`config.mk`:
```
export PLATFORM = sky130hd
export DESIGN_NAME = load_store_unit
export DESIGN_NICKNAME = d
export VERILOG_FILES = /design/src/rtl/load_store_unit_pkg.sv /design/src/rtl/load_store_unit_lane_align.sv /design/src/rtl/load_store_unit.sv
export SDC_FILE = /design/constraint.sdc
export NUM_CORES = 1
export LEC_CHECK = 0
export BUFFER_PORTS_ARGS = -buffer_cell sky130_fd_sc_hd__clkbuf_2
export CORE_MARGIN = 5
export CORE_UTILIZATION = 44
export DETAILED_ROUTE_END_ITERATION = 8
export PLACE_DENSITY_LB_ADDON = 0.12
export SLEW_MARGIN = 20
export SYNTH_ARGS = -nofsm -noshare
export SYNTH_HDL_FRONTEND = slang
export SYNTH_SLANG_ARGS = --single-unit
```
`constraint.sdc`:
```
create_clock -name clk -period 3.1 [get_ports clk]
set_input_delay 0.155 -clock clk [delete_from_list [all_inputs] [get_ports clk]]
set_output_delay 0.155 -clock clk [all_outputs]
set_load 0.01 [all_outputs]
```
`src/rtl/load_store_unit_pkg.sv`:
```
// Shared size encodings, FSM state type and lane-offset helper for the load/store unit.
package lsu_pkg;

  localparam logic [1:0] SZ_BYTE = 2'b00;
  localparam logic [1:0] SZ_HALF = 2'b01;
  localparam logic [1:0] SZ_RSVD = 2'b10;
  localparam logic [1:0] SZ_WORD = 2'b11;

  typedef enum logic [1:0] {
    IDLE = 2'b00,
    MEM  = 2'b01,
    RSP  = 2'b10
  } lsuState_e;

  // Number of address bits that select a byte lane inside one memory word.
  function automatic int lsuOffW(input int dataW);
    return $clog2(dataW / 8);
  endfunction

endpackage

```
`src/rtl/load_store_unit_lane_align.sv`:
```
// Big-endian byte-lane steering: store placement with byte enables, and load
// extraction with sign/zero extension. Purely combinational.
module lsu_lane_align
  import lsu_pkg::*;
#(
  parameter int DATA_W = 32
) (
  input  logic [1:0]                 size,
  input  logic [lsuOffW(DATA_W)-1:0] offset,
  input  logic                       isSigned,
  input  logic [DATA_W-1:0]          wdata,
  input  logic [DATA_W-1:0]          rdata,
  output logic [DATA_W/8-1:0]        be,
  output logic [DATA_W-1:0]          laneWdata,
  output logic [DATA_W-1:0]          loadData
);

  localparam int OFF_W = lsuOffW(DATA_W);
  localparam int BE_W  = DATA_W / 8;

  logic [7:0]  byteLane_s;
  logic [15:0] halfLane_s;

  // Lane k sits (BE_W-1-k) lanes above bit 0, and BE_W-1-k is simply ~k.
  assign byteLane_s = 8'(rdata >> {~offset, 3'b000});
  assign halfLane_s = 16'(rdata >> {~offset[OFF_W-1:1], 4'b0000});

  // Select enables, placed store data and extended load data by access size.
  always_comb begin
    be        = {BE_W{1'b0}};
    laneWdata = {DATA_W{1'b0}};
    loadData  = {DATA_W{1'b0}};
    case (size)
      SZ_BYTE: begin
        be        = BE_W'(1'b1) << ~offset;
        laneWdata = DATA_W'(wdata[7:0]) << {~offset, 3'b000};
        loadData  = {{(DATA_W-8){isSigned & byteLane_s[7]}}, byteLane_s};
      end
      SZ_HALF: begin
        be        = BE_W'(2'b11) << {~offset[OFF_W-1:1], 1'b0};
        laneWdata = DATA_W'(wdata[15:0]) << {~offset[OFF_W-1:1], 4'b0000};
        loadData  = {{(DATA_W-16){isSigned & halfLane_s[15]}}, halfLane_s};
      end
      SZ_WORD: begin
        be        = {BE_W{1'b1}};
        laneWdata = wdata;
        loadData  = rdata;
      end
      default: begin
        be        = {BE_W{1'b0}};
        laneWdata = {DATA_W{1'b0}};
        loadData  = {DATA_W{1'b0}};
      end
    endcase
  end

endmodule

```
`src/rtl/load_store_unit.sv`:
```
// Load/store unit: execute-stage request -> word-aligned req/ack memory port -> response.
// Define LSU_MISALIGN_TRAP_EN to fault misaligned half/word accesses instead of truncating the offset.
module load_store_unit
  import lsu_pkg::*;
#(
  parameter int DATA_W = 32,
  parameter int ADDR_W = 32
) (
  input  logic                clk,
  input  logic                reset,
  input  logic                req_valid,
  output logic                req_ready,
  input  logic                req_we,
  input  logic [ADDR_W-1:0]   req_addr,
  input  logic [DATA_W-1:0]   req_wdata,
  input  logic [1:0]          req_size,
  input  logic                req_signed,
  output logic                mem_req,
  output logic                mem_we,
  output logic [ADDR_W-1:0]   mem_addr,
  output logic [DATA_W/8-1:0] mem_be,
  output logic [DATA_W-1:0]   mem_wdata,
  input  logic                mem_ack,
  input  logic [DATA_W-1:0]   mem_rdata,
  output logic                rsp_valid,
  input  logic                rsp_ready,
  output logic [DATA_W-1:0]   rsp_rdata,
  output logic                rsp_fault
);

  localparam int OFF_W = lsuOffW(DATA_W);
  localparam int BE_W  = DATA_W / 8;

  lsuState_e        state_r;
  logic             we_r;
  logic [1:0]       size_r;
  logic [OFF_W-1:0] off_r;
  logic             signed_r;

  logic [OFF_W-1:0]  reqOff_s;
  logic [OFF_W-1:0]  effOff_s;
  logic              reqFault_s;
  logic [BE_W-1:0]   stBe_s;
  logic [DATA_W-1:0] stWdata_s;
  logic [DATA_W-1:0] ldData_s;
  logic [DATA_W-1:0] unusedStLoad_s;
  logic [BE_W-1:0]   unusedLdBe_s;
  logic [DATA_W-1:0] unusedLdWdata_s;

  assign reqOff_s = req_addr[OFF_W-1:0];

  // Classify the incoming request and derive the lane offset actually used.
  always_comb begin
    effOff_s   = reqOff_s;
    reqFault_s = 1'b0;
    case (req_size)
      SZ_BYTE: begin
        effOff_s   = reqOff_s;
        reqFault_s = 1'b0;
      end
      SZ_HALF: begin
`ifdef LSU_MISALIGN_TRAP_EN
        effOff_s   = reqOff_s;
        reqFault_s = reqOff_s[0];
`else
        effOff_s   = {reqOff_s[OFF_W-1:1], 1'b0};
        reqFault_s = 1'b0;
`endif
      end
      SZ_WORD: begin
`ifdef LSU_MISALIGN_TRAP_EN
        effOff_s   = reqOff_s;
        reqFault_s = |reqOff_s;
`else
        effOff_s   = {OFF_W{1'b0}};
        reqFault_s = 1'b0;
`endif
      end
      default: begin
        effOff_s   = reqOff_s;
        reqFault_s = 1'b1;
      end
    endcase
  end

  lsu_lane_align #(.DATA_W(DATA_W)) uStoreAlign (
    .size      (req_size),
    .offset    (effOff_s),
    .isSigned  (1'b0),
    .wdata     (req_wdata),
    .rdata     ({DATA_W{1'b0}}),
    .be        (stBe_s),
    .laneWdata (stWdata_s),
    .loadData  (unusedStLoad_s)
  );

  lsu_lane_align #(.DATA_W(DATA_W)) uLoadAlign (
    .size      (size_r),
    .offset    (off_r),
    .isSigned  (signed_r),
    .wdata     ({DATA_W{1'b0}}),
    .rdata     (mem_rdata),
    .be        (unusedLdBe_s),
    .laneWdata (unusedLdWdata_s),
    .loadData  (ldData_s)
  );

  // Request/memory/response FSM; every port output is a register of this block.
  always_ff @(posedge clk or posedge reset) begin
    if (reset) begin
      state_r   <= IDLE;
      we_r      <= 1'b0;
      size_r    <= SZ_BYTE;
      off_r     <= {OFF_W{1'b0}};
      signed_r  <= 1'b0;
      req_ready <= 1'b1;
      mem_req   <= 1'b0;
      mem_we    <= 1'b0;
      mem_addr  <= {ADDR_W{1'b0}};
      mem_be    <= {BE_W{1'b0}};
      mem_wdata <= {DATA_W{1'b0}};
      rsp_valid <= 1'b0;
      rsp_rdata <= {DATA_W{1'b0}};
      rsp_fault <= 1'b0;
    end else begin
      case (state_r)
        IDLE: begin
          if (req_valid) begin
            req_ready <= 1'b0;
            we_r      <= req_we;
            size_r    <= req_size;
            off_r     <= effOff_s;
            signed_r  <= req_signed;
            if (reqFault_s) begin
              state_r   <= RSP;
              rsp_valid <= 1'b1;
              rsp_fault <= 1'b1;
              rsp_rdata <= {DATA_W{1'b0}};
            end else begin
              state_r   <= MEM;
              mem_req   <= 1'b1;
              mem_we    <= req_we;
              mem_addr  <= {req_addr[ADDR_W-1:OFF_W], {OFF_W{1'b0}}};
              mem_be    <= stBe_s;
              mem_wdata <= req_we ? stWdata_s : {DATA_W{1'b0}};
            end
          end
        end
        MEM: begin
          if (mem_ack) begin
            state_r   <= RSP;
            mem_req   <= 1'b0;
            mem_we    <= 1'b0;
            mem_addr  <= {ADDR_W{1'b0}};
            mem_be    <= {BE_W{1'b0}};
            mem_wdata <= {DATA_W{1'b0}};
            rsp_valid <= 1'b1;
            rsp_fault <= 1'b0;
            rsp_rdata <= we_r ? {DATA_W{1'b0}} : ldData_s;
          end
        end
        RSP: begin
          if (rsp_ready) begin
            state_r   <= IDLE;
            req_ready <= 1'b1;
            rsp_valid <= 1'b0;
            rsp_fault <= 1'b0;
            rsp_rdata <= {DATA_W{1'b0}};
          end
        end
        default: begin
          state_r   <= IDLE;
          req_ready <= 1'b1;
          mem_req   <= 1'b0;
          rsp_valid <= 1'b0;
        end
      endcase
    end
  end

endmodule

```
==> metrics.md, run 1 <==
| Metric | Value |
|---|---|
| Register area share after synthesis | 54.3% |
| CP max stage cell | or4b_1 |
| Cell Pwr Density | 901 nW/um^2 |
| Synth warn | 0 |
| Antenna violations before repair | 0 |
| Crit path time final | 2.64 ns |
| Die H | 118 um |
| Initial Utilization | between 40% and 50% |
| Post-place instance area | 6270 sq um |
| Post-synth top area share | a little over half |
| Cell Rows | 39 |
| Busiest metal layer after global routing | met2 |
| Count of different cell masters after synthesis | 41 |
| Sw Pwr | 0.00236 W |
| Port Buffers | 207 |
| Clock Power Share | 18.4% |
| Max Cap Viol | 0 |
| Largest net degree at the start of global routing | 60 |
| Number of global-route vias before repair | 4611 |
| GRT Total Usage | 21.1% |
| Hold Vio Cnt, Final | 0 |
| Synthesized-area fraction occupied by adder cells | 0.733% |
| WL final | 14.8 mm |
| Required @ worst endpoint | 3.36 ns |
| Slew Viols, Final | 0 |
| Post-synth EDFFs | 0 |
| Delay-heaviest family, CP | simple AND/OR/NAND/NOR gates |
| Setup violations, final | 0 |
| Crit path buffers/inverters | 1 |
| Status | complete, no violations |
| CTS tree | built |
| Area delta synth->final | 28.0% |
| Post-Synth XOR/XNOR Area | 0% |
| VDD IR-drop max | just under 0.5 mV |
| Combinational fraction of design power | 43.3% |
| Crit path cell chain | inv_1 -> ha_1 -> nand3b_1 -> a2111o_1 -> or4b_1 -> o21ai_0 |
| Die area | 13900 sq um |
| Clk buf depth | 2 |
| CTS buffer count | 9 |
| Setup Fix Bufs, Post-CTS | 0 |
| Flop pwr share | 38.3% |
| Via Count | 4442 |
| Period Utilization, post-route | 85.3% |
| Fraction of synthesized area in multiplexers | roughly 4.6% |
| Pleak | 3.37 nW |
| DR pass1 iterations | 5 |
| Mapped Cells | approximately 450 |
| Rel. slew slack | 41.7% |
| N_diodes | 0 |
| Avg Synthesized Cell Area | 11.4 sq um |
| WS Path Type | reg -> reg |
| Worst hold slack | 0.0162 ns |
| First-pass GRT wire length | 24.1 mm |
| Final non-filler cell total | 786 |
| Share of cells above drive strength 1 | a little over two fifths |
| Ys async rst share | 100% |
| Main synth FF type | dfrtp_1 |
| Core area | ~11000 sq um |
| GRT met2 Usage | 34.4% |
| Largest family of logic cells by synthesized area | compound AO/OA/AOI/OAI gates |
| Setup Skew | 0.00955 ns |
| Drt drc | 0 |
| Top cells by area, synth | dfrtp_1, a22o_1, a22oi_1 |
| Hold Path Class | in -> reg |
| Crit path capture type | flop |
| Routability Congestion | 0.834 |
| CP Data Arrival Time | 2.90 ns |
| Startpoint Class | flop |
| F_max | about 0.38 GHz |
| Vias per cell | 5.65 |
| ANT nets after route | 0 |
| Clock Latency Late Sink | 0.35 ns |
| Netlist Area Pre-Place | 5120 sq um |
| Pwr Total | 0.00590 W |
| FILL cells | slightly above 1k |
| M3 GR Usage | 7.45% |
| Largest stage delay, worst path | 0.85 ns |
| Placed cell count | 769 |
| Cts repair resizes | 0 |
| Synth Area in Compound Gates | 26.4% |
| WL/cell | 18.8 um |
| Yosys reg bits | 111 |
| Sw frac | 40.0% |
| Setup_tns | 0 ns |
| Largest area contributor in the netlist | dfrtp_1 |
| Hold_buf cts | 1 |
| Simple-gate share of the synthesized area | 9.77% |
| Die width | 118 um |
| NumNets Final | ~750 |
| Grt total ovfl | 0 |
| Worst Max-Slew Pin Slew | about 0.87 ns |
| Clock Sinks | 111 |
| Post-route cell area | 6550 sq um |
| GR Layer Usage met1 | around 27% |
| HPWL after DPL | 10.9 mm |
| CP max FO | 16 |
| Internal | approximately 0.0035 W |
| Iteration-0 DRC Markers | around 360 |
| Reg clk slew, reported paths | 0.07 ns |
| H-Tree Depth | 3 |
| Clock Tree Root | clkbuf_16 |
| RSZ-0062 raised after global routing | no |
| Ports | 210 |
routing by layer:
metal  routed length [um]  up-vias
met4                  167        0
li1                     -     2071
met2                 7110      177
met1                 6230     2180
met5                    0        -
met3                 1250       14
cell usage after synthesis, drive strengths merged, types with 7 or more instances:
| master | instances |
|---|---|
| a222oi | 7 |
| a22o | 66 |
| a22oi | 32 |
| buf | 13 |
| clkbuf | 29 |
| dfrtp | 110 |
| mux2 | 21 |
| nand2 | 39 |
| nand3 | 18 |
| nor2 | 13 |
| o21ai | 22 |
| o2bb2ai | 25 |
kinds of logic after synthesis:
group	count (synthesis)
adders and majority gates	3
other	1
AOI/OAI and AO/OA	167
and+or+nand+nor	97
buffers and inverters	48
muxes	21
DFF	111
stage by stage:
step / setup WS [ns] / util, %
after CTS: 0.437 / 57.4
after floorplan: 0.0160 / -
final: 0.457 / 57.4
after global placement: 0.600 / 54.9
after global routing: 0.226 / 57.4
after detailed placement: 0.458 / 54.9
power groups by stage:
stage | Clock (W) | Sequential [W] | Combinational, W
6_report | 0.00109 | 0.00226 | 0.00256
5_1_grt | 0.00118 | 0.00233 | 0.00282
4_1_cts | 0.00111 | 0.00226 | 0.00258
3_5_place_dp | 0 | 0.00227 | 0.00259
3_3_place_gp | 0 | 0.00226 | 0.00254
2_1_floorplan | 0 | 0.00236 | 0.00160
worst register-to-register path: cells and delay by family (launching register included):
kind,cells,cell delay [ns]
buf+inv,1,0.09
simple gates,2,0.98
fa+ha+maj,1,0.40
flops,1,0.38
compound gates,2,0.70
cells in the final DEF, fill, tap and decap left out, types with 5 or more instances in the layout:
cell type	instances
a21oi_1	6
mux2_2	21
a222oi_1	7
clkbuf_2	207
clkbuf_16	9
nand2b_1	5
nand2_1	38
a22o_1	66
buf_4	11
nor2b_1	5
inv_1	5
o21ai_2	7
nor2_1	13
a22oi_1	32
o21ai_0	12
o2bb2ai_1	25
dfrtp_1	110
nand3_1	18
final cells by class:
cell class,count,area [sq um],area share (%)
Clock buffer,9,225,3.44
Tap cell,143,179,2.73
Multi-Input combinational cell,290,2150,32.8
Inverter,6,25.0,0.382
Clock inverter,7,47.5,0.725
Sequential cell,111,2780,42.4
Timing Repair Buffer,220,1150,17.5
final timing paths:
check / startpoint / to / slack (ns) / depth (start not counted)
max in group asynchronous: reset / rsp_rdata[12] / 1.91 / 4
min in group asynchronous: reset / mem_addr[9] / 0.45 / 3
hold reg to reg: mem_wdata[10] / mem_wdata[10] / 0.49 / 1
hold / removal: req_addr[27] / mem_addr[27] / 0.02 / 2
setup reg to reg: state_r[0] / rsp_rdata[13] / 0.46 / 6
setup / recovery: state_r[0] / rsp_rdata[13] / 0.46 / 6
flip-flops by register name (all words and copies together) (netlist names):
signal / flops
mem_wdata: 32
rsp_rdata: 32
mem_addr: 30
mem_be: 4
off_r: 2
size_r: 2
state_r: 2
mem_req: 1
mem_we: 1
req_ready: 1
rsp_fault: 1
rsp_valid: 1
signed_r: 1
we_r: 1
Note: power is estimated with default switching activity, not from simulation.
==> inputs of run 2 (changes only) <==
Settings changed: CELL_PAD_IN_SITES_DETAIL_PLACEMENT set to 1, CELL_PAD_IN_SITES_GLOBAL_PLACEMENT set to 2, CORE_UTILIZATION 44 to 26, SKIP_CTS_REPAIR_TIMING set to 1.
==> run 2 against run 1 <==
Compared with the run above: global-route usage fell by 4.8 points; final area rose by 2.6%; wire length increased by 25%; fmax is 0.61% lower; register-to-register slack worse by 0.02 ns; highest routed layer is now met5; worst setup slack worse by 0.016 ns; first-iteration DRC count fell by 30%; clock power rose by 5%; the run now ends with hold timing left.
==> metrics.md, run 2 (synthesis results as in run 1) <==
| Metric | Value |
|---|---|
| Area delta synth->final | 31.3% (was 28.0%) |
| Largest net degree at the start of global routing | 67 (was 60) |
| WL final | 18.5 mm (was 14.8 mm) |
| Startpoint Class | flop (unchanged) |
| Die area | 22600 sq um (was 13900 sq um) |
| Clock Latency Late Sink | 0.35 ns (about the same) |
| Share of cells above drive strength 1 | 42.6% (was 42.5%) |
| Die H | 150 um (was 118 um) |
| Ports | 210 (unchanged) |
| Cell Pwr Density | 909 nW/um^2 (was 901 nW/um^2) |
| Die width | 150 um (was 118 um) |
| Rel. slew slack | 35.2% (was 41.7%) |
| ANT nets after route | 0 (unchanged) |
| CP max stage cell | or4b_1 (unchanged) |
| Critical R2R Launch | state_r[0] (unchanged) |
| Hold Path Class | in -> async (was in -> reg) |
| VDD IR-drop max | 0.357 mV (was 0.485 mV) |
| H-Tree Depth | 3 (unchanged) |
| Worst Max-Slew Pin Slew | 0.963 ns (was 0.867 ns) |
| Failing checks | hold timing |
| Status | finished with violations (was complete, no violations) |
| CP max FO | 16 (unchanged) |
| Core area | 19400 sq um (was 11400 sq um) |
| Antenna violations before repair | 1 (was 0) |
| N_diodes | 0 (unchanged) |
| Pleak | 3.37 nW (about the same) |
| Largest stage delay, worst path | 0.86 ns (was 0.85 ns) |
| RSZ-0062 raised after global routing | no (unchanged) |
| Pwr Total | 0.00612 W (was 0.00590 W) |
| Cell Rows | 51 (was 39) |
| WS Path Type | reg -> reg (unchanged) |
| Clock Tree Root | clkbuf_16 (unchanged) |
| Period Utilization, post-route | 85.8% (was 85.3%) |
| Crit path cell chain | inv_1 -> ha_1 -> nand3b_1 -> a2111o_1 -> or4b_1 -> o21ai_0 (unchanged) |
| Commonest cells after routing, fill and taps aside | clkbuf_2, dfrtp_1, a22o_1 (unchanged) |
| Number of global-route vias before repair | 5008 (was 4611) |
| CTS tree | built (unchanged) |
| Required @ worst endpoint | 3.36 ns (about the same) |
| Worst hold slack | -0.0262 ns (was 0.0162 ns) |
| Biggest regs | mem_wdata (32), rsp_rdata (32), mem_addr (30) (unchanged) |
| Setup_tns | 0 ns (unchanged) |
| Setup violations, final | 0 (unchanged) |
| Delay-heaviest family, CP | simple AND/OR/NAND/NOR gates (unchanged) |
| Reg clk slew, reported paths | 0.07 ns (about the same) |
| GRT Total Usage | 16.3% (was 21.1%) |
| Crit path capture type | flop (unchanged) |
| Slew Viols, Final | 0 (unchanged) |
| Hold Vio Cnt, Final | 43 (was 0) |
| Setup Skew | 0.00997 ns (was 0.00955 ns) |
| Drt drc | 0 (unchanged) |
| Port Buffers | 207 (unchanged) |
| WL/cell | 20.4 um (was 18.8 um) |
| FILL cells | 2252 (was 1013) |
| Crit path buffers/inverters | 1 (unchanged) |
| DR pass1 iterations | 5 (unchanged) |
| Crit path time final | 2.66 ns (was 2.64 ns) |
| Max Cap Viol | 0 (unchanged) |
| Clock Sinks | 111 (unchanged) |
| Leading cell type in the layout, fill and taps excluded | clkbuf_2 (unchanged) |
| NumNets Final | 744 (was 746) |
| Grt total ovfl | 0 (unchanged) |
| First-pass GRT wire length | 28.8 mm (was 24.1 mm) |
| Initial Utilization | 26.4% (was 44.8%) |
| Routability Congestion | 0.821 (was 0.834) |
| Iteration-0 DRC Markers | 250 (was 359) |
| CP Launch Point | state_r[0] (unchanged) |
| CTS buffer count | 9 (unchanged) |
| CP Data Arrival Time | 2.92 ns (was 2.90 ns) |
| F_max | 0.376 GHz (was 0.378 GHz) |
| Clk buf depth | 2 (unchanged) |
| Vias per cell | 4.99 (was 5.65) |
| Via Count | 4518 (was 4442) |
| HPWL after DPL | 13.6 mm (was 10.9 mm) |
[run 2: per-layer routing]
| metal | track usage, % | share of wire (%) |
|---|---|---|
| met5 | 0 | 0.11 |
| met1 | 22.0 | 45 |
| met4 | 4.67 | 1.3 |
| met2 | 25.2 | 45 |
| met3 | 5.30 | 9.1 |
[run 2: per-stage QoR]
| step | std cells | area [sq um] | hold WS (ns) | worst slack (ns) | utilization (%) |
|---|---|---|---|---|---|
| after floorplan | 449 | 5120 | 0.288 | 0.0160 | - |
| after global routing | 906 | 6730 | 0.00907 | 0.251 | 34.7 |
| after CTS | 906 | 6730 | -0.000862 | 0.375 | 34.7 |
| after detailed placement | 890 | 6440 | 0.379 | 0.425 | 33.2 |
| final | 906 | 6730 | -0.0262 | 0.441 | 34.7 |
| after global placement | 890 | 6440 | 0.373 | 0.517 | 33.2 |
[run 2: path summary, 6_finish.rpt]
check	endpoint	slack, ns	cells past startpoint
max	rsp_rdata[15]	0.44	6
min	mem_wdata[3]	-0.03	2
max reg2reg	rsp_rdata[15]	0.44	6
min reg2reg	rsp_rdata[10]	0.49	2
max in group asynchronous	req_ready	2.30	3
min in group clk	mem_addr[31]	0.02	2
[run 2: report_power, final]
part,switching (W),total [W],internal (W)
sequential,0.000369,0.00228,0.00191
clock,0.000565,0.00114,0.000578
combinational,0.00157,0.00269,0.00112
[run 2: final cells by class]
class                           instances  area [sq um]  area share, %
Clock buffer                           11           243           3.61
Clock inverter                          5          42.5          0.632
Inverter                                6          25.0          0.372
Multi-Input combinational cell        290          2160           32.1
Sequential cell                       111          2780           41.3
Tap cell                              265           332           4.93
Timing Repair Buffer                  218          1140           17.0
==> inputs of run 3 (changes only) <==
Settings changed: CORE_MARGIN 5 to 2.
==> run 3 against run 2 <==
Compared with the run above: the flow now finishes without violations; combinational power about the same; global-route usage increased by 0.61 points; fmax about the same; via count decreased by 0.93%; clock skew increased by 0.0067 ns; final area increased by 0.39%; die area decreased by 7.8%; power about the same; first-iteration DRC count decreased by 32%; sequential power about the same.
==> metrics.md, run 3 (synthesis results as in run 1) <==
| Metric | Value |
|---|---|
| M3 GR Usage | 5.30% (unchanged) |
| Flop pwr share | 37.3% (was 37.2%) |
| Largest net degree at the start of global routing | 63 (was 67) |
| Commonest cells after routing, fill and taps aside | clkbuf_2, dfrtp_1, a22o_1 (unchanged) |
| F_max | 0.376 GHz (about the same) |
| Number of global-route vias before repair | 4744 (was 5008) |
| Clk buf depth | 2 (unchanged) |
| GRT Total Usage | 17.0% (was 16.3%) |
| Final Util | 34.8% (was 34.7%) |
| CTS buffer count | 9 (unchanged) |
| H-Tree Depth | 3 (unchanged) |
| Vias per cell | 4.92 (was 4.99) |
| N_diodes | 0 (unchanged) |
| Internal | 0.00362 W (was 0.00361 W) |
| Ports | 210 (unchanged) |
| WL/cell | 19.4 um (was 20.4 um) |
| NumNets Final | 747 (was 744) |
| Clock Sinks | 111 (unchanged) |
| Clock Latency Late Sink | 0.36 ns (was 0.35 ns) |
| ANT nets after route | 0 (unchanged) |
| Crit path time final | 2.66 ns (about the same) |
| Largest stage delay, worst path | 0.87 ns (was 0.86 ns) |
| GR Layer Usage met1 | 22.8% (was 22.0%) |
| GRT met2 Usage | 26.5% (was 25.2%) |
| VDD IR-drop max | 0.379 mV (was 0.357 mV) |
| Slew Viols, Final | 0 (unchanged) |
| Biggest regs | mem_wdata (32), rsp_rdata (32), mem_addr (30) (unchanged) |
| First-pass GRT wire length | 27.0 mm (was 28.8 mm) |
| Startpoint Class | flop (unchanged) |
| Period Utilization, post-route | 85.7% (was 85.8%) |
| WL final | 17.6 mm (was 18.5 mm) |
| Required @ worst endpoint | 3.37 ns (was 3.36 ns) |
| DR pass1 iterations | 5 (unchanged) |
| Core area | 19400 sq um (unchanged) |
| Antenna violations before repair | 1 (unchanged) |
| HPWL after DPL | 12.9 mm (was 13.6 mm) |
| Cell Pwr Density | 905 nW/um^2 (was 909 nW/um^2) |
| Setup_tns | 0 ns (unchanged) |
| Status | complete, no violations (was finished with violations) |
| Iteration-0 DRC Markers | 169 (was 250) |
| WS Path Type | reg -> reg (unchanged) |
| Setup ws final | 0.442 ns (was 0.441 ns) |
| Hold Path Class | in -> reg (was in -> async) |
| Pleak | 3.39 nW (was 3.37 nW) |
| Area delta synth->final | 31.9% (was 31.3%) |
| Die H | 144 um (was 150 um) |
| Leading cell type in the layout, fill and taps excluded | clkbuf_2 (unchanged) |
| CTS tree | built (unchanged) |
| Reg clk slew, reported paths | 0.08 ns (was 0.07 ns) |
| Cell Rows | 51 (unchanged) |
| Clock Tree Root | clkbuf_16 (unchanged) |
| Crit path capture type | flop (unchanged) |
| Setup Skew | 0.0167 ns (was 0.00997 ns) |
| Post-Place Setup Slack | 0.412 ns (was 0.425 ns) |
| Via Count | 4476 (was 4518) |
| Routability Congestion | 0.782 (was 0.821) |
| Worst Max-Slew Pin Slew | 0.965 ns (was 0.963 ns) |
| Reg area | 2780 sq um (unchanged) |
| Busiest metal layer after global routing | met2 (unchanged) |
| Grt total ovfl | 0 (unchanged) |
| Rel. slew slack | 35.5% (was 35.2%) |
| Final non-filler cell total | 909 (was 906) |
| Die area | 20800 sq um (was 22600 sq um) |
| CP max FO | 16 (unchanged) |
| CP max stage cell | or4b_1 (unchanged) |
| Clock Power Share | 18.9% (was 18.7%) |
| Setup violations, final | 0 (unchanged) |
| Max Cap Viol | 0 (unchanged) |
| Port Buffers | 207 (unchanged) |
| Delay-heaviest family, CP | simple AND/OR/NAND/NOR gates (unchanged) |
| Hold Vio Cnt, Final | 0 (was 43) |
| FILL cells | 2238 (was 2252) |
| Die width | 144 um (was 150 um) |
| Initial Utilization | 26.4% (unchanged) |
| Sw frac | 40.8% (was 40.9%) |
| Drt drc | 0 (unchanged) |
| Share of cells above drive strength 1 | 42.5% (was 42.6%) |
| RSZ-0062 raised after global routing | no (unchanged) |
| Crit path cell chain | inv_1 -> ha_1 -> nand3b_1 -> a2111o_1 -> or4b_1 -> o21ai_0 (unchanged) |
| Sw Pwr | 0.00249 W (was 0.00250 W) |
| Multi-input logic area | 2160 sq um (about the same) |
| Placed cell count | 891 (was 890) |
| Setup slack, reg-to-reg | 0.44 ns (about the same) |
| CP Data Arrival Time | 2.93 ns (was 2.92 ns) |
| Crit path buffers/inverters | 1 (unchanged) |
| Combinational fraction of design power | 43.7% (was 44.1%) |
[run 3: power groups by stage]
stage / Sequential [W] / Clock [W] / Combinational, W
floorplan: 0.00236 / 0 / 0.00160
global placement: 0.00230 / 0 / 0.00268
detailed placement: 0.00231 / 0 / 0.00272
CTS: 0.00229 / 0.00121 / 0.00272
global route: 0.00236 / 0.00127 / 0.00295
finish: 0.00228 / 0.00116 / 0.00267
[run 3: through the flow]
stage	hold WS, ns	power (W)	area [sq um]
after floorplan	0.288	0.00396	5120
after global routing	0.00330	0.00658	6750
after CTS	-0.108	0.00623	6730
after detailed placement	0.294	0.00503	6440
after global placement	0.291	0.00498	6440
final	0.0173	0.00611	6750
[run 3: layout make-up]
cell class / count / share of cell area, %
inverters: 6 / 0.371
well taps: 265 / 4.91
flip-flops and latches: 111 / 41.2
multi-input cells: 290 / 31.9
clock inverters: 6 / 0.760
repair buffers: 221 / 17.3
clock buffers: 10 / 3.54
[run 3: worst register-to-register path: cells and delay by family, from the launching register on]
kind | cells | cell delay [ns]
adders and majority gates | 1 | 0.39
AOI/OAI and AO/OA | 2 | 0.69
DFF | 1 | 0.40
and+or+nand+nor | 2 | 1.01
buffers and inverters | 1 | 0.10
[run 3: routing by layer]
metal	share of wire, %	vias to the layer above	wire (um)
met2	46	157	8050
li1	-	2080	-
met4	1.3	2	236
met5	0.074	-	13
met1	45	2218	7920
met3	8.0	19	1400
[run 3: worst paths after layout]
| kind | start | depth (start not counted) | end |
|---|---|---|---|
| min reg2reg | rsp_rdata[7] | 2 | rsp_rdata[7] |
| min in group asynchronous | reset | 3 | mem_wdata[3] |
| max | state_r[0] | 6 | rsp_rdata[13] |
| max reg2reg | state_r[0] | 6 | rsp_rdata[13] |
| max in group asynchronous | reset | 4 | req_ready |
| min | req_addr[20] | 2 | mem_addr[20] |
